File: src/rtl/ov7670_frame_capture_pkg.sv
// Shared types and default geometry for the OV7670 frame capture front end.
package ov7670_cap_pkg;

  typedef enum logic [1:0] {
    IDLE   = 2'd0,
    SYNC   = 2'd1,
    ACTIVE = 2'd2,
    DONE   = 2'd3
  } cap_state_t;

  typedef logic [15:0] rgb565_t;

  localparam int DEF_H_PIXELS = 320;
  localparam int DEF_V_LINES  = 240;
  localparam int DEF_ADDR_W   = 17;
  localparam int DEF_DONE_LEN = 4;

endpackage

File: src/rtl/ov7670_frame_capture_if.sv
// Frame-buffer write port: one strobe, linear pixel address and RGB565 data.
interface ov7670_frame_capture_if #(
  parameter int ADDR_W = 17
);
  import ov7670_cap_pkg::*;

  logic              wr_en;
  logic [ADDR_W-1:0] wr_addr;
  rgb565_t           wr_data;

  modport master (output wr_en, wr_addr, wr_data);
  modport slave  (input  wr_en, wr_addr, wr_data);

endinterface

File: src/rtl/ov7670_byte_pair.sv
// Pairs registered sensor bytes into RGB565 pixels. The first byte of each
// pair is the high byte. odd_byte flags a line that closed mid-pair.
module ov7670_byte_pair
  import ov7670_cap_pkg::*;
(
  input  logic       pclk,
  input  logic       irst_n,
  input  logic       active,
  input  logic       hr_q,
  input  logic       hr_fall,
  input  logic [7:0] d_q,
  output logic       pixel_valid,
  output rgb565_t    pixel,
  output logic       odd_byte
);

  logic       phase_reg, phase_next;
  logic [7:0] hi_reg, hi_next;

  // Phase toggles per active byte; it is forced to 0 at line end and outside capture.
  always_comb begin
    phase_next = phase_reg;
    hi_next    = hi_reg;
    if (!active || hr_fall) begin
      phase_next = 1'b0;
    end else if (hr_q) begin
      phase_next = ~phase_reg;
      if (!phase_reg) hi_next = d_q;
    end
  end

  // Phase and high-byte holding registers.
  always_ff @(posedge pclk or negedge irst_n) begin
    if (!irst_n) begin
      phase_reg <= 1'b0;
      hi_reg    <= 8'h00;
    end else begin
      phase_reg <= phase_next;
      hi_reg    <= hi_next;
    end
  end

  assign pixel_valid = active & hr_q & phase_reg;
  assign pixel       = {hi_reg, d_q};
  assign odd_byte    = active & hr_fall & phase_reg;

endmodule

File: src/rtl/ov7670_frame_capture.sv
// OV7670 capture top: input registering, frame FSM, geometry checks and
// linear frame-buffer addressing. Optional macro FRAME_CAPTURE_STATS_EN adds
// good_frames / bad_frames counters.
module ov7670_frame_capture
  import ov7670_cap_pkg::*;
#(
  parameter int H_PIXELS = DEF_H_PIXELS,
  parameter int V_LINES  = DEF_V_LINES,
  parameter int ADDR_W   = DEF_ADDR_W,
  parameter int DONE_LEN = DEF_DONE_LEN
) (
  input  logic                   pclk,
  input  logic                   irst_n,
  input  logic                   vsync,
  input  logic                   href,
  input  logic [7:0]             din,
  input  logic                   capture_en,
  ov7670_frame_capture_if.master fb,
  output logic                   frame_done,
  output logic                   frame_err,
  output logic                   busy
`ifdef FRAME_CAPTURE_STATS_EN
  ,
  output logic [15:0]            good_frames,
  output logic [15:0]            bad_frames
`endif
);

  localparam int PIX_W  = $clog2(H_PIXELS + 1);
  localparam int LINE_W = $clog2(V_LINES + 2);
  localparam int DONE_W = (DONE_LEN > 1) ? $clog2(DONE_LEN) : 1;

  localparam logic [PIX_W-1:0]  H_CNT     = PIX_W'(H_PIXELS);
  localparam logic [LINE_W-1:0] V_CNT     = LINE_W'(V_LINES);
  localparam logic [LINE_W-1:0] V_SAT     = LINE_W'(V_LINES + 1);
  localparam logic [DONE_W-1:0] DONE_LAST = DONE_W'(DONE_LEN - 1);

  logic       vs_q, vs_qq, hr_q, hr_qq;
  logic [7:0] d_q;
  logic       vs_rise, vs_fall, hr_fall;

  cap_state_t        state_reg, state_next;
  logic [ADDR_W-1:0] addr_reg, addr_next;
  logic [PIX_W-1:0]  pix_reg, pix_next;
  logic [LINE_W-1:0] line_reg, line_next;
  logic              bad_reg, bad_next;
  logic [DONE_W-1:0] done_cnt_reg, done_cnt_next;

  logic              wr_en_reg, wr_en_next;
  logic [ADDR_W-1:0] wr_addr_reg, wr_addr_next;
  rgb565_t           wr_data_reg, wr_data_next;
  logic              frame_done_reg, frame_done_next;
  logic              frame_err_reg, frame_err_next;

  logic    pixel_valid, odd_byte;
  rgb565_t pixel;

  // Register the camera pins once and keep a second copy for edge detection.
  always_ff @(posedge pclk or negedge irst_n) begin
    if (!irst_n) begin
      vs_q  <= 1'b0;
      vs_qq <= 1'b0;
      hr_q  <= 1'b0;
      hr_qq <= 1'b0;
      d_q   <= 8'h00;
    end else begin
      vs_q  <= vsync;
      vs_qq <= vs_q;
      hr_q  <= href;
      hr_qq <= hr_q;
      d_q   <= din;
    end
  end

  assign vs_rise = vs_q & ~vs_qq;
  assign vs_fall = ~vs_q & vs_qq;
  assign hr_fall = ~hr_q & hr_qq;

  ov7670_byte_pair u_byte_pair (
    .pclk        (pclk),
    .irst_n      (irst_n),
    .active      (state_reg == ACTIVE),
    .hr_q        (hr_q),
    .hr_fall     (hr_fall),
    .d_q         (d_q),
    .pixel_valid (pixel_valid),
    .pixel       (pixel),
    .odd_byte    (odd_byte)
  );

  // Next-state, counter and output decode; the line close is evaluated before
  // the frame check so a same-cycle vsync rise sees the updated line count.
  always_comb begin
    state_next      = state_reg;
    addr_next       = addr_reg;
    pix_next        = pix_reg;
    line_next       = line_reg;
    bad_next        = bad_reg;
    done_cnt_next   = done_cnt_reg;
    wr_en_next      = 1'b0;
    wr_addr_next    = wr_addr_reg;
    wr_data_next    = wr_data_reg;
    frame_done_next = 1'b0;
    frame_err_next  = 1'b0;
    case (state_reg)
      IDLE: begin
        if (capture_en) state_next = SYNC;
      end
      SYNC: begin
        if (vs_fall) begin
          addr_next  = '0;
          pix_next   = '0;
          line_next  = '0;
          bad_next   = 1'b0;
          state_next = ACTIVE;
        end
      end
      ACTIVE: begin
        if (pixel_valid) begin
          // A pixel landing on the closing vsync edge cannot belong to a good frame.
          if (pix_reg < H_CNT && line_reg < V_CNT && !vs_rise) begin
            wr_en_next   = 1'b1;
            wr_addr_next = addr_reg;
            wr_data_next = pixel;
            addr_next    = addr_reg + ADDR_W'(1);
            pix_next     = pix_reg + PIX_W'(1);
          end else begin
            bad_next = 1'b1;
          end
        end
        if (hr_fall) begin
          if (pix_reg != H_CNT || odd_byte) bad_next = 1'b1;
          if (line_reg != V_SAT) line_next = line_reg + LINE_W'(1);
          pix_next = '0;
        end
        if (vs_rise) begin
          if (line_next == V_CNT && !bad_next) begin
            state_next      = DONE;
            done_cnt_next   = '0;
            frame_done_next = 1'b1;
          end else begin
            frame_err_next = 1'b1;
            state_next     = capture_en ? SYNC : IDLE;
          end
        end
      end
      DONE: begin
        if (done_cnt_reg == DONE_LAST) begin
          state_next = capture_en ? SYNC : IDLE;
        end else begin
          done_cnt_next   = done_cnt_reg + DONE_W'(1);
          frame_done_next = 1'b1;
        end
      end
      default: state_next = IDLE;
    endcase
  end

  // State, counters and registered outputs.
  always_ff @(posedge pclk or negedge irst_n) begin
    if (!irst_n) begin
      state_reg      <= IDLE;
      addr_reg       <= '0;
      pix_reg        <= '0;
      line_reg       <= '0;
      bad_reg        <= 1'b0;
      done_cnt_reg   <= '0;
      wr_en_reg      <= 1'b0;
      wr_addr_reg    <= '0;
      wr_data_reg    <= '0;
      frame_done_reg <= 1'b0;
      frame_err_reg  <= 1'b0;
    end else begin
      state_reg      <= state_next;
      addr_reg       <= addr_next;
      pix_reg        <= pix_next;
      line_reg       <= line_next;
      bad_reg        <= bad_next;
      done_cnt_reg   <= done_cnt_next;
      wr_en_reg      <= wr_en_next;
      wr_addr_reg    <= wr_addr_next;
      wr_data_reg    <= wr_data_next;
      frame_done_reg <= frame_done_next;
      frame_err_reg  <= frame_err_next;
    end
  end

  assign fb.wr_en    = wr_en_reg;
  assign fb.wr_addr  = wr_addr_reg;
  assign fb.wr_data  = wr_data_reg;
  assign frame_done = frame_done_reg;
  assign frame_err  = frame_err_reg;
  assign busy       = (state_reg != IDLE);

`ifdef FRAME_CAPTURE_STATS_EN
  logic [15:0] good_reg, bad_cnt_reg;

  // Good frames wrap; bad frames saturate so a long error burst stays visible.
  always_ff @(posedge pclk or negedge irst_n) begin
    if (!irst_n) begin
      good_reg    <= 16'h0000;
      bad_cnt_reg <= 16'h0000;
    end else begin
      if (state_reg == ACTIVE && state_next == DONE) good_reg <= good_reg + 16'd1;
      if (frame_err_next && bad_cnt_reg != 16'hFFFF) bad_cnt_reg <= bad_cnt_reg + 16'd1;
    end
  end

  assign good_frames = good_reg;
  assign bad_frames  = bad_cnt_reg;
`endif

endmodule

File: src/flat_wrapper.sv
// flat-port wrapper written by rule: the top's interface ports become plain ports
module ov7670_frame_capture_flat import ov7670_cap_pkg::*;
#(
  parameter int H_PIXELS = DEF_H_PIXELS,
  parameter int V_LINES  = DEF_V_LINES,
  parameter int ADDR_W   = DEF_ADDR_W,
  parameter int DONE_LEN = DEF_DONE_LEN
)
  (pclk, irst_n, vsync, href, din, capture_en, frame_done, frame_err, busy, fb_wr_en, fb_wr_addr, fb_wr_data);
  ov7670_frame_capture_if #(.ADDR_W(ADDR_W)) fb_i ();
  input  logic pclk;
  input  logic irst_n;
  input  logic vsync;
  input  logic href;
  input  logic [7:0] din;
  input  logic capture_en;
  output logic frame_done;
  output logic frame_err;
  output logic busy;
  output wire logic [$bits(fb_i.wr_en)-1:0] fb_wr_en;
  output wire logic [$bits(fb_i.wr_addr)-1:0] fb_wr_addr;
  output wire logic [$bits(fb_i.wr_data)-1:0] fb_wr_data;
  assign fb_wr_en = fb_i.wr_en;
  assign fb_wr_addr = fb_i.wr_addr;
  assign fb_wr_data = fb_i.wr_data;
  ov7670_frame_capture #(.H_PIXELS(H_PIXELS), .V_LINES(V_LINES), .ADDR_W(ADDR_W), .DONE_LEN(DONE_LEN)) u_core (.pclk(pclk), .irst_n(irst_n), .vsync(vsync), .href(href), .din(din), .capture_en(capture_en), .fb(fb_i), .frame_done(frame_done), .frame_err(frame_err), .busy(busy));
endmodule
File: config.mk
export PLATFORM = sky130hd
export DESIGN_NAME = ov7670_frame_capture_flat
export DESIGN_NICKNAME = d
export VERILOG_FILES = /design/src/rtl/ov7670_frame_capture_pkg.sv /design/src/rtl/ov7670_frame_capture_if.sv /design/src/rtl/ov7670_byte_pair.sv /design/src/rtl/ov7670_frame_capture.sv /design/src/flat_wrapper.sv
export SDC_FILE = /design/constraint.sdc
export NUM_CORES = 1
export LEC_CHECK = 0
export ABC_AREA = 1
export BUFFER_PORTS_ARGS = -buffer_cell sky130_fd_sc_hd__buf_2
export CAP_MARGIN = 20
export CORE_UTILIZATION = 45
export DETAILED_ROUTE_END_ITERATION = 6
export HOLD_SLACK_MARGIN = 0.08
export PLACE_DENSITY = 0.74
export SLEW_MARGIN = 0
export SYNTH_ARGS = -nofsm -noshare
export SYNTH_HDL_FRONTEND = slang
export SYNTH_SLANG_ARGS = --single-unit
export TNS_END_PERCENT = 30
File: constraint.sdc
create_clock -name pclk -period 1.89 [get_ports pclk]
set_input_delay 0.2835 -clock pclk [delete_from_list [all_inputs] [get_ports pclk]]
set_output_delay 0.2835 -clock pclk [all_outputs]
set_load 0.01 [all_outputs]
; Yosys cells after proc, flatten, opt, wreduce, memory -nomap -nowiden
; Cells that the tools add are included.
; W data, S select, Z words.
[classes]
mul = 0
shift = 0
n_reduce_logical = 20
n_addsub = 4
eq_ne = 17
n_mux = 44
order_cmp = 2
div_mod_pow = 0
bitwise = 12
[op_table]
columns = cell, n
row1 = $mux W17, 3
row2 = $mux W9, 4
row3 = $pmux W17 S2, 1
row4 = $mux W8, 4
row5 = $mux W1, 18
row6 = $pmux W9 S2, 1
row7 = $add A17 B1 Y17 const B, 1
row8 = $mux W2, 8
row9 = $pmux W8 S2, 1
row10 = $reduce_and A4 Y1, 4
row11 = $ne A2 B1 Y1 const B, 6
row12 = $add A9 B1 Y9 const B, 1
row13 = $lt A9 B9 Y1 const B, 1
row14 = $ne A9 B9 Y1 const B, 1
row15 = $add A8 B1 Y8 const B, 1
row16 = $eq A8 B8 Y1 const B, 1
row17 = $lt A8 B8 Y1 const B, 1
row18 = $ne A8 B8 Y1 const B, 1
row19 = $pmux W2 S4, 1
row20 = $reduce_bool A2 Y1, 4
row21 = $and A1 B1 Y1, 7
row22 = $eq A2 B2 Y1 const B, 3
row23 = $ne A3 B1 Y1 const B, 2
row24 = $reduce_and A3 Y1, 2
row25 = other kinds (11), 22
[word_totals]
out_inout_bits = 37
word_cells = 117
ff_bits = 96
romBits = 0
latchBits = 0
n_memories = 0
mem_bits_rw = 0

; Depth between registers and ports, before layout
[logic_depth]
word_depth = 14
ltp_mapped = 12
ltp_nobuf = 12

; Modules after synthesis
; Synthesis repeated with hierarchy kept, for this count alone.
[unflattened]
hier_cells = 523
area_unflattened_um2 = 4495.6
[by_module_without_submodules]
columns = module, cells_each, n_inst, area_per_inst_um2, seq_area_each_um2
row1 = ov7670_frame_capture, 471, 1, 4043.9, 2177.1
row2 = ov7670_byte_pair, 52, 1, 451.7, 225.2

; Worst setup path before layout
; No wires, ideal clock.
[synth_path]
path_kind = reg-to-reg
startpoint = register u_core.hr_q
endpoint = register u_core.done_cnt_reg[0]
path_stages_with_launch = 10
path_slack_ns = 0.248
setup_time_ns = 0.118
n_path_buf = 0
arrival_ns = 1.525
path_cell_list = dfrtp_1 inv_1 nand2_1 nor2_1 xor2_1 nand3_1 nor2_1 nand3_1 nand3_1 nand2_1
[synth_between]
elab_chain_len = 12
elab_cells_between_ends = 18
classes_between = 2 x eq/ne / 6 x mux / 6 x bitwise / 4 x reduce/logical
[synth_lines]
columns = element, line_no
row1 = "start, declared", ov7670_frame_capture.sv:38  ; logic vs_q, vs_qq, hr_q, hr_qq;
row2 = "start signal, assigned", ov7670_frame_capture.sv:69  ; hr_q <= href;
row3 = $not A1 Y1, ov7670_frame_capture.sv:77  ; assign hr_fall = ~hr_q & hr_qq;
row4 = $and A1 B1 Y1, ov7670_frame_capture.sv:77
row5 = $and A1 B1 Y1 (2 in a row), ov7670_byte_pair.sv:45  ; assign odd_byte = active & hr_fall & phase_reg;
row6 = $logic_or A1 B1 Y1, ov7670_frame_capture.sv:132  ; if (pix_reg != H_CNT || odd_byte) bad_next = 1'b1;
row7 = $mux W1, ov7670_frame_capture.sv:132
row8 = $mux W1, ov7670_frame_capture.sv:131  ; if (hr_fall) begin
row9 = $mux W1, ov7670_frame_capture.sv:105  ; case (state_reg)
row10 = $logic_not A1 Y1, ov7670_frame_capture.sv:137  ; if (line_next == V_CNT && !bad_next) begin
row11 = $logic_and A1 B1 Y1 (*), ov7670_frame_capture.sv:137
row12 = $ne A2 B1 Y1 (no source line) (*), n/a
row13 = $reduce_and A4 Y1 (no source line) (*), n/a
row14 = "end signal, assigned", ov7670_frame_capture.sv:179  ; done_cnt_reg <= done_cnt_next;
row15 = "end, declared", ov7670_frame_capture.sv:47  ; logic [DONE_W-1:0] done_cnt_reg, done_cnt_next;
; Every way passes the cells marked *; elsewhere a longest branch is shown, timed or not. The select of a mux whose other input is x is not followed.
; A chain may end at the register's enable or synchronous reset.

; Worst setup path in the final report
[layout_path]
startpoint = register u_core.line_reg[0]
endpoint = register u_core.done_cnt_reg[1]
[layout_between]
elab_chain_len = 12
elab_cells_between_ends = 18
classes_between = 1 x add/sub / 1 x order compare / 3 x eq/ne / 8 x mux / 5 x reduce/logical
[layout_lines]
columns = element, line_no
row1 = "start, declared", ov7670_frame_capture.sv:45  ; logic [LINE_W-1:0] line_reg, line_next;
row2 = "start signal, assigned", ov7670_frame_capture.sv:177  ; line_reg <= line_next;
row3 = $lt A8 B8 Y1, ov7670_frame_capture.sv:121  ; if (pix_reg < H_CNT && line_reg < V_CNT && !vs_rise) begin
row4 = $logic_and A1 B1 Y1 (2 in a row), ov7670_frame_capture.sv:121
row5 = $mux W1, ov7670_frame_capture.sv:121
row6 = $mux W1, ov7670_frame_capture.sv:119  ; if (pixel_valid) begin
row7 = $mux W1, ov7670_frame_capture.sv:132
row8 = $mux W1, ov7670_frame_capture.sv:131
row9 = $mux W1, ov7670_frame_capture.sv:105
row10 = $logic_not A1 Y1, ov7670_frame_capture.sv:137
row11 = $logic_and A1 B1 Y1 (*), ov7670_frame_capture.sv:137
row12 = $ne A2 B1 Y1 (no source line) (*), n/a
row13 = $reduce_and A4 Y1 (no source line) (*), n/a
; Marks and branches as above.

==> metrics.md <==
| Metric | Value |
|---|---|
| Largest family of logic cells by synthesized area | `simple AND/OR/NAND/NOR gates` |
| Mux cell area share after synthesis | `0` |
| Worst Setup SP | `u_core.line_reg[0]` |
| Synth Flop Type | `dfrtp_1` |
| Synth Area in Compound Gates | `0.0979` |
| Mapped cell area | `around 4300 um2` |
| Clock Pin Slew Worst Setup and Hold Paths | `roughly 0.10 ns` |
| Net Sw Power | `approximately 1800 uW` |
| WHS | `between 0.2 and 0.25 ns` |
| Crit-path max FO | `5` |
| Syn Inst Count | `509` |
| Simple-gate portion of the synthesized area | `0.250` |
| Most used cell, CP | `nand3_1` |
| DR vias/cell | `5.03` |
| Share of power burned in the clock network | `0.278` |
| Critical path launch point type | `register` |
| Final antenna-violating net count | `0` |
| Fin crit share | `0.952` |
| Synth Area in XOR/XNOR | `0.0121` |
| First-pass GRT wire length | `approximately 16,000 um` |
| CP peak stage delay | `approximately 0.45 ns` |
| Yosys reg bits | `96` |
| I/O Pins | `50` |
| Grt total ovfl | `0` |
| Final instance area | `5240 um2` |
| Most common cell after layout, fill and taps aside | `nand2_1` |
| Number of global-route vias before repair | `3,477` |
| Antenna cells | `0` |
| Die footprint | `slightly above 10,000 um2` |
| Peak Freq | `roughly 560 MHz` |
| GRT Max-Usage Layer | `met2` |
| Clk_lat worst skew | `~0.37 ns` |
| Htree depth | `3` |
| Row count | `35` |
| Initial antenna violation count | `0` |
| Crit path kind | `register to register` |
| Die Wd | `approximately 100 um` |
| Post-DP HPWL | `6670 um` |
| Leakage | `roughly 0.0025 uW` |
| # setup viols final | `0` |
| Max Cap Viol | `0` |
| R2r setup slk | `approximately 0.090 ns` |
| Pwr Density | `slightly above 1000 nW/um2` |
| Pint | `between 3000 and 4000 uW` |
| Min Tclk post-route | `1.80 ns` |
| Worst-path cell chain | `buf_4, ha_1, inv_1, nor3_2, nand3_1, nand3_1, nand3_1, nor2_2, nand3_2, nand3_1, nand2_1` |
| Switching Share | `0.336` |
| Distinct cells, synth | `35` |
| Post-layout util | `0.564` |
| Clock Skew | `0.00873 ns` |
| CP max stage cell | `dfrtp_1` |
| CP Capture Type | `register` |
| Worst slew margin | `0.649` |
| Routed len/inst | `about 13 um` |
| Met1 GRT Util | `0.269` |
| Clk root buf | `clkbuf_8` |
| Worst path depth | `11` |
| Asr flop ratio synth | `1.00` |
| Logic pwr share | `0.250` |
| Met2 capacity usage during global routing | `0.323` |
| Clock sinks | `96` |
| DP Area | `4820 um2` |
| Final Hold Viols | `0` |
| First DRT Iteration DRCs | `approximately 210` |
| Initial core utilization | `0.468` |
| Syn. warnings | `0` |
| Worst setup endpoint | `u_core.done_cnt_reg[1]` |
| Reg power frac | `0.472` |
| Most frequent cells in the layout | `134 x nand2_1, 96 x dfrtp_1, 63 x inv_1, 50 x o21ai_0, 48 x buf_2` |
| Port buffer count | `49` |
| CTS tree | `done` |
| Nets | `roughly 600` |
| Worst r2r src | `u_core.line_reg[0]` |
| Syn-to-layout area delta | `20.5%` |
| Crit path DAT | `2.07 ns` |
| Sequential area share after synthesis | `0.553` |
| Syn Nets | `528` |
| Worst IR Drop VDD | `~0.00053 V` |
| Maximum clock path buffer count | `2` |
| Hold WC Path Type | `input port to register` |
| Die H | `between 100 and 150 um` |
| Met3 Usage GRT | `0.0272` |
| DR vias | `roughly 3,600` |
| CTS Buf Count | `9` |
| RR Endpoint | `u_core.done_cnt_reg[1]` |
| Delay-heaviest family, CP | `simple AND/OR/NAND/NOR gates` |
| Max Slew Vio Count | `0` |
| Avg Inst Size Synth | `around 8.5 um2` |
| RePlAce Congestion | `0.888` |
| Required time worst endpoint | `roughly 2.2 ns` |
| First-pass DRT Iterations | `4` |
| Worst-Margin Slew | `approximately 0.53 ns` |
| Layout cells sized above 1 | `0.194` |
| Post-route setup slack | `around 0.09 ns` |
| Status | `complete, no violations` |
| Core area | `between 9000 and 10,000 um2` |
| Adder-Cell Fraction of Synth Area | `0.0173` |
| Pin count of the biggest net entering global routing | `46` |
| Place WS | `roughly 0.015 ns` |
| Post-synth EDFFs | `0` |
| # DRC | `0` |
| Gr usage total | `0.200` |
| Wirelength, routed | `9280 um` |
| Buf+Inv Stages, Crit Path | `2` |
| Cells on worst reg2reg path | `11` |
-- synth_stat cells, types with 5 or more instances --
master / n / area share
ha_1: 6 / 0.017
nand2_1: 138 / 0.12
xor2_1: 5 / 0.010
nand3_1: 26 / 0.030
inv_1: 64 / 0.055
nand4_1: 11 / 0.016
nor2_1: 33 / 0.029
a21oi_1: 15 / 0.017
clkbuf_1: 7 / 0.0060
o21ai_0: 50 / 0.058
nor3_1: 18 / 0.021
dfrtp_1: 96 / 0.55
o22ai_1: 7 / 0.010
-- what timing repair did --
item | CTS | global route
setup endpoints to repair | 0 | 9
resized for setup | 0 | 19
endpoints found under the hold margin | 43 | 0
hold buffers | 11 | 0
buffers inserted | 0 | 1
-- layout make-up --
type	instances	area [um2]
clock inverter	7	100
inverter	69	262
multi-input combinational	334	1710
sequential	96	2400
fill	822	4050
tap	129	161
timing repair buffer	74	475
clock buffer	9	124
-- worst register-to-register path: cells and delay by family, from the launching register on --
family | cells | cell delay (ns)
flops | 1 | 0.45
fa+ha+maj | 1 | 0.13
simple gates | 8 | 0.93
buf+inv | 2 | 0.19
-- per-stage QoR --
stage	instances	TNS, ns	total power [uW]
6_report	718	0	5440
5_1_grt	718	-0.0917	5760
4_1_cts	717	0	5440
3_5_place_dp	690	0	3900
3_3_place_gp	690	0	3850
2_1_floorplan	509	0	3410
-- power groups by stage --
| stage | combinational (uW) | sequential [uW] | clock [uW] |
|---|---|---|---|
| floorplan | 800 | 2610 | 0 |
| global placement | 1250 | 2590 | 0 |
| detailed placement | 1300 | 2600 | 0 |
| CTS | 1330 | 2560 | 1550 |
| global route | 1530 | 2600 | 1620 |
| finish | 1360 | 2570 | 1510 |
-- metal layers --
layer | up-vias | wire length, um
met5 | - | 0
met2 | 79 | 4400
met1 | 1724 | 4360
met3 | 19 | 328
met4 | 0 | 187
li1 | 1788 | -
-- cells by family after synthesis --
logic type                 Yosys count
DFF                                 96
adders and majority gates            6
xor gates and xnor gates             6
AOI/OAI and AO/OA                   80
buffers and inverters               79
and+or+nand+nor                    242
-- how the worst min path moves through the flow --
stage	depth (start not counted)	slack (ns)	to	from
6_report	3	0.25	u_core.state_reg[0]	capture_en
5_1_grt	3	0.27	u_core.state_reg[0]	capture_en
4_1_cts	3	0.24	u_core.state_reg[0]	capture_en
3_5_place_dp	1	0.28	u_core.fb.wr_addr[16]	irst_n
3_3_place_gp	1	0.28	u_core.fb.wr_addr[16]	irst_n
2_1_floorplan	0	-0.01	u_core.addr_reg[0]	irst_n
No activity file was read; power rests on OpenSTA's default activity.
